[src/rtl/adc_sched_pkg.sv]
// rtl/adc_sched_pkg.sv - shared types and defaults for the ADC sample scheduler
//
// Purpose: state encoding, default widths/limits and requester IDs used by
//          adc_sample_scheduler and rr_arb2.
// Ports:   none (package).

package adc_sched_pkg;

  typedef enum logic [1:0] {
    ST_IDLE  = 2'd0,
    ST_ISSUE = 2'd1,
    ST_WAIT  = 2'd2,
    ST_DONE  = 2'd3
  } sched_state_t;

  localparam int SAMPLE_W_DEF = 8;
  localparam int TIMEOUT_DEF  = 32;
  localparam int TMR_W_DEF    = 6;

  localparam logic REQ_ID0 = 1'b0;
  localparam logic REQ_ID1 = 1'b1;

  // One-hot grant vector for a requester index.
  function automatic logic [1:0] id_onehot(input logic id);
    return id ? 2'b10 : 2'b01;
  endfunction

endpackage

[src/rtl/adc_sample_scheduler_rr_arb2.sv]
// rtl/adc_sample_scheduler_rr_arb2.sv - two-way round-robin picker
//
// Purpose: picks which requester is served next. Purely combinational; the
//          last-served pointer is held by the parent.
// Ports:
//   req  in  2  request levels
//   last in  1  index of the requester served most recently
//   sel  out 1  chosen requester index (meaningful only when any=1)
//   any  out 1  at least one request is pending

module rr_arb2
  import adc_sched_pkg::*;
(
  input  logic [1:0] req,
  input  logic       last,
  output logic       sel,
  output logic       any
);

  always_comb begin
    any = |req;
    // A lone request wins outright; on contention the one not served last wins.
    if (req[0]) begin
      sel = req[1] ? ~last : REQ_ID0;
    end else begin
      sel = REQ_ID1;
    end
  end

endmodule

[src/rtl/adc_sample_scheduler.sv]
// rtl/adc_sample_scheduler.sv - shares one MCP3002 SPI front-end between two requesters
//
// Purpose: round-robin arbitration between logger channels 0 and 1, issues one
//          conversion per grant, waits for completion and returns the sample
//          tagged with the requester index.
// Build option: SCHED_TIMEOUT_EN adds a WAIT-state timeout that aborts with
//          data_err; without it WAIT waits indefinitely and data_err is 0.
// Ports:
//   CLKsample  in  1         scheduler clock
//   RESET      in  1         asynchronous active-low reset
//   req        in  2         request levels, dropped on seeing grant
//   grant      out 2         one-hot one-cycle acknowledge
//   conv_start out 1         one-cycle conversion command
//   conv_ch    out 1         ADC channel of the conversion
//   conv_done  in  1         one-cycle completion pulse; sample_in valid
//   sample_in  in  SAMPLE_W  converted sample
//   data_out   out SAMPLE_W  delivered sample
//   data_valid out 1         one-cycle strobe for data_out/data_tag
//   data_tag   out 1         requester index of the delivered sample
//   data_err   out 1         one-cycle abort strobe
//   busy       out 1         high from ISSUE through DONE

module adc_sample_scheduler
  import adc_sched_pkg::*;
#(
  parameter int SAMPLE_W = SAMPLE_W_DEF,
  parameter int TIMEOUT  = TIMEOUT_DEF,
  parameter int TMR_W    = TMR_W_DEF
) (
  input  logic                CLKsample,
  input  logic                RESET,
  input  logic [1:0]          req,
  output logic [1:0]          grant,
  output logic                conv_start,
  output logic                conv_ch,
  input  logic                conv_done,
  input  logic [SAMPLE_W-1:0] sample_in,
  output logic [SAMPLE_W-1:0] data_out,
  output logic                data_valid,
  output logic                data_tag,
  output logic                data_err,
  output logic                busy
);

  if ((TIMEOUT < 1) || ((2 ** TMR_W) <= TIMEOUT)) begin : g_bad_params
    $error("adc_sample_scheduler: TIMEOUT must be >= 1 and below 2**TMR_W");
  end

  sched_state_t state, state_nxt;
  logic sel, sel_nxt;
  logic last_grant, last_nxt;
  logic pick, any;

  logic [1:0]          grant_nxt;
  logic                conv_start_nxt, conv_ch_nxt;
  logic [SAMPLE_W-1:0] data_out_nxt;
  logic                data_valid_nxt, data_tag_nxt, data_err_nxt, busy_nxt;
  logic                timeout_hit;

  rr_arb2 u_arb (
    .req  (req),
    .last (last_grant),
    .sel  (pick),
    .any  (any)
  );

`ifdef SCHED_TIMEOUT_EN
  logic [TMR_W-1:0] timer;

  // Cleared in ISSUE so every WAIT starts counting from zero; saturates so a
  // misconfigured limit can never wrap back into an early abort.
  always_ff @(posedge CLKsample or negedge RESET) begin
    if (!RESET) begin
      timer <= '0;
    end else if (state == ST_ISSUE) begin
      timer <= '0;
    end else if ((state == ST_WAIT) && !conv_done && (timer != '1)) begin
      timer <= timer + TMR_W'(1);
    end
  end

  assign timeout_hit = (timer == TMR_W'(TIMEOUT - 1));
`else
  assign timeout_hit = 1'b0;
`endif

  always_comb begin
    state_nxt      = state;
    sel_nxt        = sel;
    last_nxt       = last_grant;
    grant_nxt      = 2'b00;
    conv_start_nxt = 1'b0;
    conv_ch_nxt    = conv_ch;
    data_out_nxt   = data_out;
    data_valid_nxt = 1'b0;
    data_tag_nxt   = data_tag;
    data_err_nxt   = 1'b0;
    busy_nxt       = busy;

    unique case (state)
      ST_IDLE: begin
        if (any) begin
          sel_nxt        = pick;
          conv_start_nxt = 1'b1;
          conv_ch_nxt    = pick;
          grant_nxt      = id_onehot(pick);
          busy_nxt       = 1'b1;
          state_nxt      = ST_ISSUE;
        end
      end
      // conv_done is deliberately not looked at here: a completion arriving
      // before WAIT belongs to no conversion of ours.
      ST_ISSUE: begin
        state_nxt = ST_WAIT;
      end
      ST_WAIT: begin
        if (conv_done) begin
          data_out_nxt   = sample_in;
          data_tag_nxt   = sel;
          data_valid_nxt = 1'b1;
          last_nxt       = sel;
          state_nxt      = ST_DONE;
        end else if (timeout_hit) begin
          data_err_nxt = 1'b1;
          last_nxt     = sel;
          state_nxt    = ST_DONE;
        end
      end
      ST_DONE: begin
        busy_nxt  = 1'b0;
        state_nxt = ST_IDLE;
      end
      default: begin
        state_nxt = ST_IDLE;
      end
    endcase
  end

  always_ff @(posedge CLKsample or negedge RESET) begin
    if (!RESET) begin
      state      <= ST_IDLE;
      sel        <= REQ_ID0;
      last_grant <= REQ_ID1;
      grant      <= 2'b00;
      conv_start <= 1'b0;
      conv_ch    <= 1'b0;
      data_out   <= '0;
      data_valid <= 1'b0;
      data_tag   <= 1'b0;
      data_err   <= 1'b0;
      busy       <= 1'b0;
    end else begin
      state      <= state_nxt;
      sel        <= sel_nxt;
      last_grant <= last_nxt;
      grant      <= grant_nxt;
      conv_start <= conv_start_nxt;
      conv_ch    <= conv_ch_nxt;
      data_out   <= data_out_nxt;
      data_valid <= data_valid_nxt;
      data_tag   <= data_tag_nxt;
      data_err   <= data_err_nxt;
      busy       <= busy_nxt;
    end
  end

endmodule

[config.mk]
export PLATFORM = sky130hd
export DESIGN_NAME = adc_sample_scheduler
export DESIGN_NICKNAME = d
export VERILOG_FILES = /design/src/rtl/adc_sched_pkg.sv /design/src/rtl/adc_sample_scheduler_rr_arb2.sv /design/src/rtl/adc_sample_scheduler.sv
export SDC_FILE = /design/constraint.sdc
export NUM_CORES = 1
export LEC_CHECK = 0
export BUFFER_PORTS_ARGS = -buffer_cell sky130_fd_sc_hd__buf_4
export CAP_MARGIN = 20
export CORE_MARGIN = 8
export CORE_UTILIZATION = 49
export CTS_CLUSTER_DIAMETER = 30
export DETAILED_ROUTE_END_ITERATION = 6
export HOLD_SLACK_MARGIN = 0.03
export PLACE_DENSITY = 0.81
export SLEW_MARGIN = 25
export SYNTH_ARGS = -nofsm -noshare
export SYNTH_HDL_FRONTEND = slang
export SYNTH_SLANG_ARGS = --single-unit
[constraint.sdc]
create_clock -name CLKsample -period 3 [get_ports CLKsample]
set_input_delay 0.3 -clock CLKsample [delete_from_list [all_inputs] [get_ports CLKsample]]
set_output_delay 0.3 -clock CLKsample [all_outputs]
set_load 0.05 [all_outputs]
Yosys cells after proc, flatten, opt, wreduce, memory -nomap -nowiden
Cells that the tools add are included.
{"block": "word_totals", "reg_bits": 18, "out_inout_bits": 16}
{"block": "classes", "n_eq_ne": 5, "n_mux": 14, "n_bitwise": 1, "n_reduce_logical": 7}
{"op": "$mux 2", "count": 5}
{"op": "$pmux 2 s4", "count": 1}
{"op": "$reduce_and 2->1", "count": 4}
{"op": "$mux 1", "count": 7}
{"op": "$eq 2x2->1 const B", "count": 2}
{"op": "$ne 2x2->1 const B", "count": 2}
{"op": "$eq 2x1->1 const B", "count": 1}
{"op": "$logic_not 2->1", "count": 1}
{"op": "$pmux 1 s2", "count": 1}
{"op": "$reduce_bool 2->1", "count": 1}
{"op": "$reduce_or 2->1", "count": 1}
{"op": "$not 1->1", "count": 1}

Logic depth before layout (Yosys ltp)
Gate-level depths: netlist of run 1.
{"block": "logic_depth", "word_depth": 6, "ltp_mapped": 5}

Modules after synthesis
Synthesis of run 1 repeated with hierarchy kept, for this count alone.
{"block": "unflattened", "hier_cells": 56, "hier_area_um2": 774.5}
{"module": "adc_sample_scheduler", "instances": 1, "cells_each": 53, "area_each_um2": 759.5}
{"module": "rr_arb2", "instances": 1, "cells_each": 3, "area_each_um2": 15.0}

Worst setup path after synthesis of run 1
No wires, ideal clock.
{"block": "synth_path", "path_kind": "register to register", "start": "register state[0]", "end": "register state[1]", "arrival_ns": 1.228, "required_time_ns": 2.875, "setup_slack_ns": 1.647, "path_stages_with_launch": 6, "n_path_buf": 0, "path_cell_list": "dfrtp_1 > inv_1 > ha_1 > nor3b_2 > a21oi_2 > mux2_4"}
{"block": "synth_between", "elab_chain_cells": 3, "elab_cells_between_ends": 8}
{"element": "start, declared", "line_no": "adc_sample_scheduler.sv:49", "rtl": "sched_state_t state, state_nxt;"}
{"element": "start signal, assigned", "line_no": "adc_sample_scheduler.sv:153", "rtl": "state <= state_nxt;"}
{"element": "$eq 2x2->1 / $logic_not 2->1 (equally long branches)", "line_no": "adc_sample_scheduler.sv:100", "rtl": "unique case (state)"}
{"element": "$ne 2x2->1 (no source line)"}
{"element": "$reduce_and 2->1 (no source line)"}
Parallel ways exist; a longest one is shown, timed or not.
A chain may end at the register's enable or synchronous reset.

Final worst setup path of run 1
{"block": "layout_path", "start": "register state[0]", "end": "register data_out[3]"}
{"block": "layout_between", "elab_chain_cells": 2}
{"element": "$eq 2x2->1", "line_no": "adc_sample_scheduler.sv:100"}
{"element": "$reduce_and 2->1 (no source line)"}
{"element": "end signal, assigned", "line_no": "adc_sample_scheduler.sv:159", "rtl": "data_out <= data_out_nxt;"}
{"element": "end, declared", "line_no": "adc_sample_scheduler.sv:38", "rtl": "output logic [SAMPLE_W-1:0] data_out,"}
No other way between the ends.

==> summary.md, run 1 <==
| Metric | Value |
|---|---|
| Number of fill cells | `105` |
| Final hold vios | `0` |
| Register Area | `452 sq um` |
| Syn avg cell area | `13.6 sq um` |
| Dominant synthesized flop cell | `dfrtp_1` |
| Critical Path Source Type | `flip-flop` |
| Crit path buf inv count | `1` |
| Final worst path period share | `51.3%` |
| Fin nets | `101` |
| Max Cap Viol | `0` |
| First-pass GRT wire length | `2.17 mm` |
| Fraction of layout instances using a drive strength above 1 | `52.4%` |
| Cell variety after synth | `17` |
| Setup violators final | `0` |
| Fin cells | `100` |
| Top post-synthesis cells by area | `dfrtp_1 (58%), mux2_2 (12%), ha_1 (5.1%)` |
| Crit end category | `flip-flop` |
| Clk_lat worst skew | `280 ps` |
| IO Count | `29` |
| Clock Skew | `1.65 ps` |
| Cell Rows | `14` |
| Crit path max fanout | `11` |
| Via count | `504` |
| Drt total wl | `1.41 mm` |
| Yosys warnings | `0` |
| Average wire per standard cell | `14.1 um` |
| Hold Path Class | `primary input to flip-flop` |
| Max stage delay on crit path | `390 ps` |
| R2R depth | `4` |
| Pins over their slew limit | `0` |
| Setup CP Type | `flip-flop to flip-flop` |
| Via count of the first global-routing pass | `505` |
| Post-synth EDFFs | `0` |
| Drt pass-1 iters | `2` |
| Initial antenna violation count | `0` |
| CTS H-tree lvls | `1` |
| Synth cell count leaders | `dfrtp_1 (17), mux2_2 (8), inv_1 (5)` |
| Clock-pin slew on the worst setup and hold paths | `100 ps` |
| Post-synthesis sequential area ratio | `61.6%` |
| Gr ovfl total | `0` |
| Setup TNS | `0 ps` |
| Maximum clock insertion buffer count | `2` |
| Yosys top cell by area | `dfrtp_1` |
| Pre-CTS setup slack | `1470 ps` |
| Initial Util | `50.4%` |
| DIE AREA | `0.00299 sq mm` |
| Crit path DAT | `1710 ps` |
| Max Clock Freq | `650 MHz` |
| Clock sinks | `18` |
| P&R area growth vs syn | `34.6%` |
| Crit path required time | `3170 ps` |
| Die Wd | `54.7 um` |
| # DRC | `0` |
| Share of the synthesized area in the top cell type | `58.0%` |
| Tmin final | `1540 ps` |
| Port Buffers | `27` |
| Syn Inst Count | `54` |
| Hold Crit Depth | `2` |
| Count leader, synth | `dfrtp_1` |
| Via/cell ratio | `5.04` |
| GRT Util Overall | `10.2%` |
| Root Buffer | `clkbuf_4` |
| N_diodes | `0` |
| Post-CTS setup repair buffer count | `0` |
| Core area | `0.00145 sq mm` |
| Multi-input gate area | `248 sq um` |
| WP depth | `4` |
| Largest net degree at the start of global routing | `19` |
| Placed insts | `95` |
| DRT antenna net count | `0` |
| Cell area after synthesis | `733 sq um` |
| FFs w/ async S/R, synth | `100%` |
| Crit path max-delay family | `multiplexers` |
| DP HPWL | `1.13 mm` |
| CTS buffer count | `3` |
| RePlAce Congestion | `0.682` |
| DRT iter0 DRCs | `3` |
| Min Hold Slack | `214 ps` |
| Worst Slack Setup Final | `1460 ps` |
| CP max stage cell | `mux2_2` |
| Die Height | `54.7 um` |
| CTS tree | `built` |
| Critical path cell sequence | `inv_1 -> ha_1 -> nand2_1 -> mux2_2` |
| RSZ-0062 raised after global routing | `no` |
| Status | `finished, final reports clean` |
| Post-Syn Nets | `70` |
| Yosys reg bits | `18` |
## final cells by class
class                   count  share of cell area (%)
repair buffers             28                    21.5
flip-flops and latches     18                    45.8
clock buffers               4                    3.68
well taps                  16                    2.03
multi-input cells          29                    25.1
inverters                   5                    1.90
## flip-flops by register name (all words and copies together) (netlist names)
register	flops
data_out	8
grant	2
state	2
busy	1
conv_start	1
data_tag	1
data_valid	1
last_grant	1
sel	1
## worst paths after layout
path,startpoint,endpoint,slack (ps)
min in group asynchronous,RESET,busy,410
max in group asynchronous,RESET,last_grant,2340
max reg2reg,state[0],data_out[3],1460
min reg2reg,data_tag,data_tag,500
min,req[1],grant[0],210
max,state[0],data_out[3],1460
## stage by stage
stage | area [sq um] | utilization [%]
finish | 987 | 67.9
global route | 987 | 67.9
CTS | 987 | 67.9
detailed placement | 941 | 64.7
global placement | 941 | 64.7
floorplan | 733 | -
## layer usage
layer / global-route usage (%) / share of wire [%] / vias up / wire [um]
met5: 0 / 0 / - / 0
met4: 8.20 / 2.8 / 0 / 40
met3: 2.45 / 6.1 / 4 / 86
met2: 17.4 / 55 / 13 / 776
met1: 10.3 / 36 / 248 / 510
li1: - / - / 239 / -
## worst register-to-register path: cells and delay by family, from the launching register on
family / cells / cell delay (ps)
adder cells (fa/ha/maj): 1 / 240
buffers and inverters: 1 / 70
AND/OR/NAND/NOR: 1 / 350
flip-flops: 1 / 380
multiplexers: 1 / 390
## cell families after synthesis
group / after synthesis / synth area share [%]
AND/OR/NAND/NOR: 7 / 5.12
other: 1 / 0.511
AO/OA/AOI/OAI: 9 / 8.70
multiplexers: 9 / 14.3
flip-flops: 18 / 61.6
adder cells (fa/ha/maj): 3 / 5.12
buffers and inverters: 7 / 4.61
## placed cells by master, fill, tap and decap left out
master	synthesis	routed
mux2_4	1	1
o22a_2	1	1
ha_1	3	3
a21oi_1	3	3
conb_1	1	1
nor2_1	1	1
buf_4	2	27
dlygate4sd3_1	0	1
a21o_1	3	3
and3_1	1	1
clkbuf_4	0	3
dfrtp_1	17	17
nor3b_2	1	1
mux2_2	8	8
nand2_1	4	4
a21oi_2	1	1
inv_1	5	5
o21a_1	1	1
clkbuf_8	0	1
dfstp_2	1	1
## what timing repair did
| action | 4_1_cts | 5_1_grt |
|---|---|---|
| hold buffers | 1 | 0 |
| endpoints found under the hold margin | 17 | 0 |
| resized for setup | 0 | 0 |
Power of run 1 is left out: the tool's default activity adds up to more than one toggle a clock period on the data nets, which glitch-free logic cannot reach.
==> run 2: changes to the inputs <==
CORE_UTILIZATION = 45   (was 49)
PLACE_DENSITY = 0.75   (was 0.81)
clock period = 1.6 ns   (was 3 ns; I/O delays follow)
==> run 2 against run 1 <==
Net effect: utilization decreased by 3.6 points; via count fell by 4.6%; non-clock buffer count did not move; first-iteration DRC count rose by 67%; die area up 6.3%; routed wire length is 1.1% lower; final area is 0.76% lower; global-route usage is 0.79 points lower; worst hold slack lost 140 ps; cell count did not move; register-to-register slack lost 1300 ps; critical endpoint is now state[1].
==> summary.md, run 2 (synthesis gave the netlist of run 1 again) <==
| Metric | Value |
|---|---|
| Clock-pin slew on the worst setup and hold paths | `90 ps (about the same)` |
| Min-Delay Endpoint | `grant[0]` |
| Tmin final | `1450 ps (-91.8 ps)` |
| Clock Skew | `8.59 ps (+6.94 ps)` |
| Initial antenna violation count | `0 (unchanged)` |
| CTS H-tree lvls | `1 (unchanged)` |
| DIE AREA | `0.00318 sq mm (+6.3%)` |
| Drt pass-1 iters | `5 (+3)` |
| CTS tree | `built` |
| Cell Rows | `14 (unchanged)` |
| DP HPWL | `1.12 mm (-0.26%)` |
| R2R depth | `5 (+1)` |
| DRT antenna net count | `0 (unchanged)` |
| Drt total wl | `1.40 mm (-1.1%)` |
| Top reg by flops | `data_out` |
| Setup violators final | `0 (unchanged)` |
| FF-to-FF End | `state[1]` |
| Post-CTS setup repair buffer count | `0 (unchanged)` |
| Status | `finished, final reports clean` |
| Clk_lat worst skew | `290 ps (about the same)` |
| Max Cap Viol | `0 (unchanged)` |
| P&R area growth vs syn | `33.6%` |
| CTS buffer count | `3 (unchanged)` |
| Setup TNS | `0 ps (unchanged)` |
| RePlAce Congestion | `0.740 (+8.5%)` |
| Crit end category | `flip-flop` |
| Commonest non-fill, non-tap cells in the layout | `buf_4 (27), dfrtp_1 (17), mux2_2 (8), inv_1 (5)` |
| Die Height | `56.4 um (+3.1%)` |
| Root Buffer | `clkbuf_4` |
| Flop2flop setup slack | `150 ps (-1310 ps)` |
| Crit path required time | `1770 ps (-1400 ps)` |
| Pre-CTS setup slack | `78.5 ps (-1390 ps)` |
| Largest register FFs | `8 (unchanged)` |
| Port Buffers | `27 (unchanged)` |
| Via count | `481 (-4.6%)` |
| Min Hold Slack | `69.3 ps (-144 ps)` |
| Max Clock Freq | `691 MHz (+6.3%)` |
| Final worst path period share | `90.4% (+39 points)` |
| Gr ovfl total | `0 (unchanged)` |
| Top Registers | `data_out x8, grant x2, state x2` |
| Largest net degree at the start of global routing | `19 (unchanged)` |
| IO Count | `29 (unchanged)` |
| GRT Util Overall | `9.38% (-0.79 points)` |
| Core area | `0.00152 sq mm (+4.8%)` |
| Min-Delay Startpoint | `req[1]` |
| # DRC | `0 (unchanged)` |
| Fraction of layout instances using a drive strength above 1 | `52.4% (unchanged)` |
| DRT iter0 DRCs | `5 (+2)` |
| Initial Util | `48.1% (-2.3 points)` |
| Setup CP Type | `flip-flop to flip-flop` |
| Crit path DAT | `1620 ps (-90 ps)` |
| RSZ-0062 raised after global routing | `no` |
| Worst Slack Setup Final | `153 ps (-1310 ps)` |
| Critical Path Source Type | `flip-flop` |
| Via/cell ratio | `4.81 (-4.6%)` |
| Final hold vios | `0 (unchanged)` |
| Fin nets | `101 (unchanged)` |
| Maximum clock insertion buffer count | `2 (unchanged)` |
| N_diodes | `0 (unchanged)` |
| Worst setup path startpoint | `state[0]` |
| Pins over their slew limit | `0 (unchanged)` |
| Finished Cell Area | `980 sq um (-0.76%)` |
| Post-DP Area | `941 sq um (unchanged)` |
| Crit path max fanout | `5 (-6)` |
| First-pass GRT wire length | `2.51 mm (+16%)` |
| Most common cell after layout, fill and taps aside | `buf_4` |
| Average wire per standard cell | `14.0 um (-1.1%)` |
| Hold Path Class | `primary input to flip-flop` |
| Via count of the first global-routing pass | `558 (+10%)` |
| Die Wd | `56.4 um (+3.1%)` |
| Clock sinks | `18 (unchanged)` |
| Hold Crit Depth | `2 (unchanged)` |
| Reg2reg start | `state[0]` |
## run 2: cell types whose count changed in the layout (fill, tap and decap cells not counted)
cell	previous run	this run
clkbuf_8	1	0
nand2_2	0	1
clkbuf_1	0	1
nand2_1	4	3
## run 2: how the worst max path moves through the flow
stage	cells after the start	slack [ps]	endpoint
final	5	150	state[1]
after global routing	5	70	state[1]
after CTS	4	80	data_out[5]
after detailed placement	4	80	data_out[0]
after global placement	4	120	data_out[6]
after floorplan	5	250	state[1]
## run 2: area by class of cell
type / count / area, sq um
Tap cell: 16 / 20.0
Multi-Input combinational cell: 29 / 250
Inverter: 5 / 18.8
Sequential cell: 18 / 452
Fill cell: 119 / 544
Clock buffer: 4 / 26.3
Timing Repair Buffer: 28 / 213
## run 2: worst max-delay path, cell delays in order (launching register included)
cell and delay, ps:
dfrtp_1 380, inv_1 70, ha_1 250, nor3b_2 180
a21oi_2 150, mux2_4 310
## run 2: metrics by stage
stage | instances | utilization [%]
after floorplan | 54 | -
after global placement | 95 | 61.7
after detailed placement | 95 | 61.7
after CTS | 100 | 64.1
after global routing | 100 | 64.3
final | 100 | 64.3
## run 2: repair_timing
action,CTS,global route
endpoints found under the setup margin,0,8
resized for setup,0,1
hold buffers,1,0
endpoints found under the hold margin,18,0
## run 2: metal layers
metal | routed length, um | GRT usage (%) | part of all wire, %
met1 | 518 | 9.32 | 37
met4 | 0 | 3.09 | 0
met5 | 0 | 0 | 0
met2 | 796 | 17.1 | 57
met3 | 83 | 3.82 | 5.9
Power of run 2 is left out for the same reason.
==> run 3: changes to the inputs <==
--- a/config.mk
+++ b/config.mk
@@ -9,4 +9,6 @@
 export CAP_MARGIN = 20
+export CELL_PAD_IN_SITES_DETAIL_PLACEMENT = 0
+export CELL_PAD_IN_SITES_GLOBAL_PLACEMENT = 1
 export CORE_MARGIN = 8
-export CORE_UTILIZATION = 45
+export CORE_UTILIZATION = 35
 export CTS_CLUSTER_DIAMETER = 30
@@ -14,3 +16,3 @@
 export HOLD_SLACK_MARGIN = 0.03
-export PLACE_DENSITY = 0.75
+export PLACE_DENSITY_LB_ADDON = 0.1
 export SLEW_MARGIN = 25
==> constraint.sdc (replaced) <==
create_clock -name CLKsample -period 1.6 [get_ports CLKsample]
set_input_delay 0.48 -clock CLKsample [delete_from_list [all_inputs] [get_ports CLKsample]]
set_output_delay 0.48 -clock CLKsample [all_outputs]
set_load 0.05 [all_outputs]
==> run 3 against run 2 <==
Net effect: cell count increased by 13%; first-iteration DRC count increased by 20%; final area increased by 3.7%; worst hold slack improved by 320 ps; routed wire length decreased by 2.1%; register-to-register slack got worse by 20 ps.
==> summary.md, run 3 (synthesis gave the netlist of run 1 again) <==
| Metric | Value |
|---|---|
| CTS tree | `built` |
| First-pass GRT wire length | `2.26 mm (-9.9%)` |
| Power density cells | `2420 mW/mm^2` |
| Final hold vios | `0 (unchanged)` |
| CTS buffer count | `3 (unchanged)` |
| P&R area growth vs syn | `38.6%` |
| Tmin final | `1470 ps (+20.3 ps)` |
| Cell Rows | `16 (+2)` |
| Clock-pin slew on the worst setup and hold paths | `90 ps (about the same)` |
| Crit end category | `flip-flop` |
| Clk_lat worst skew | `290 ps (about the same)` |
| Die Wd | `61.8 um (+9.6%)` |
| N_diodes | `0 (unchanged)` |
| Top reg by flops | `data_out` |
| Multi-input gate area | `248 sq um (-1.0%)` |
| RSZ-0062 raised after global routing | `no` |
| Via count | `504 (+4.8%)` |
| Initial Util | `37.4% (-11 points)` |
| Setup CP Type | `flip-flop to flip-flop` |
| RePlAce Congestion | `0.730 (-1.3%)` |
| Port Buffers | `27 (unchanged)` |
| Clock Skew | `3.26 ps (-5.32 ps)` |
| Setup TNS | `0 ps (unchanged)` |
| Number of fill cells | `192 (+61%)` |
| Crit path max fanout | `11 (+6)` |
| Maximum clock insertion buffer count | `2 (unchanged)` |
| Max Clock Freq | `682 MHz (-1.4%)` |
| Most common cell after layout, fill and taps aside | `buf_4` |
| DIE AREA | `0.00382 sq mm (+20%)` |
| Crit path required time | `1780 ps (about the same)` |
| Static leakage | `0.000534 uW` |
| Top Registers | `data_out x8, grant x2, state x2` |
| Average wire per standard cell | `12.1 um (-13%)` |
| Drt total wl | `1.37 mm (-2.1%)` |
| Drt pass-1 iters | `4 (-1)` |
| Post-CTS setup repair buffer count | `0 (unchanged)` |
| Root Buffer | `clkbuf_4` |
| Max Cap Viol | `0 (unchanged)` |
| R2R depth | `4 (-1)` |
| Reg2reg start | `state[0]` |
| Die Height | `61.8 um (+9.6%)` |
| Crit path DAT | `1640 ps (+20 ps)` |
| Register Area | `452 sq um (unchanged)` |
| Fin nets | `103 (+2.0%)` |
| Hold Path Class | `primary input to flip-flop` |
| Min-Delay Endpoint | `grant[0]` |
| DRT antenna net count | `0 (unchanged)` |
| Status | `finished, final reports clean` |
| Gr ovfl total | `0 (unchanged)` |
| Post-CTS sizing | `0 (unchanged)` |
| Commonest non-fill, non-tap cells in the layout | `buf_4 (29), dfrtp_1 (17), mux2_2 (8), inv_1 (5), nand2_1 (4)` |
| Clock sinks | `18 (unchanged)` |
| Critical Path Source Type | `flip-flop` |
| Min-Delay Startpoint | `req[1]` |
| Largest net degree at the start of global routing | `19 (unchanged)` |
| Setup violators final | `0 (unchanged)` |
| DRT iter0 DRCs | `6 (+1)` |
| Flop2flop setup slack | `130 ps (-20 ps)` |
| Via/cell ratio | `4.46 (-7.3%)` |
| Core area | `0.00196 sq mm (+29%)` |
| Hold Crit Depth | `2 (unchanged)` |
| CTS H-tree lvls | `1 (unchanged)` |
| Fraction of layout instances using a drive strength above 1 | `53.5% (+1.1 points)` |
| VDD IR max | `1.21 mV` |
| Largest register FFs | `8 (unchanged)` |
| # DRC | `0 (unchanged)` |
| Final worst path period share | `91.7% (+1.3 points)` |
| CTS Hold Buffers Added | `1 (unchanged)` |
| GRT Util Overall | `8.21% (-1.2 points)` |
| DP HPWL | `1.11 mm (-0.82%)` |
| FF-to-FF End | `data_out[7]` |
| Initial antenna violation count | `0 (unchanged)` |
| Pins over their slew limit | `0 (unchanged)` |
| Min Hold Slack | `389 ps (+320 ps)` |
| Via count of the first global-routing pass | `528 (-5.4%)` |
| IO Count | `29 (unchanged)` |
-- run 3: worst max-delay path by stage --
| stage | start | end | slack [ps] | cells after the start |
|---|---|---|---|---|
| finish | state[0] | data_out[7] | 130 | 4 |
| global route | state[0] | data_out[1] | 30 | 4 |
| CTS | state[0] | data_out[7] | 100 | 4 |
| detailed placement | state[0] | data_out[7] | 120 | 4 |
| global placement | state[0] | data_out[6] | 150 | 4 |
| floorplan | state[0] | state[1] | 250 | 5 |
-- run 3: metrics by stage --
stage                     util [%]  power (uW)  worst slack (ps)  cell area [sq um]  cells
final                         51.8        2460               133               1020    113
after global routing          51.8        2620              33.9               1020    113
after CTS                     51.8        2510               102               1020    113
after detailed placement      49.4        2230               121                970    108
after global placement        49.4        2220               154                970    108
after floorplan                  -        1800               247                733     54
-- run 3: cell type report --
cell class              count  area share, %
clock buffers               4           3.57
multi-input cells          29           24.4
flip-flops and latches     18           44.5
repair buffers             30           22.4
well taps                  27           3.33
inverters                   5           1.85
-- run 3: metal layers --
metal / wire length, um / global-route usage [%] / share of wire, %
met5: 0 / 0 / 0
met2: 714 / 14.5 / 52
met4: 0 / 2.92 / 0
met1: 500 / 7.60 / 37
met3: 152 / 4.94 / 11
-- run 3: critical path: stages (launching register included) --
cell and delay (ps):
dfrtp_1 380, inv_1 70, ha_1 210, nand2_1 320, mux2_2 380
-- run 3: power by group --
part | switching [uW] | internal [uW] | leakage (uW)
clock | 126 | 139 | 0.0000210
sequential | 112 | 677 | 0.000218
combinational | 885 | 524 | 0.000295
No activity file was read; power rests on OpenSTA's default activity.
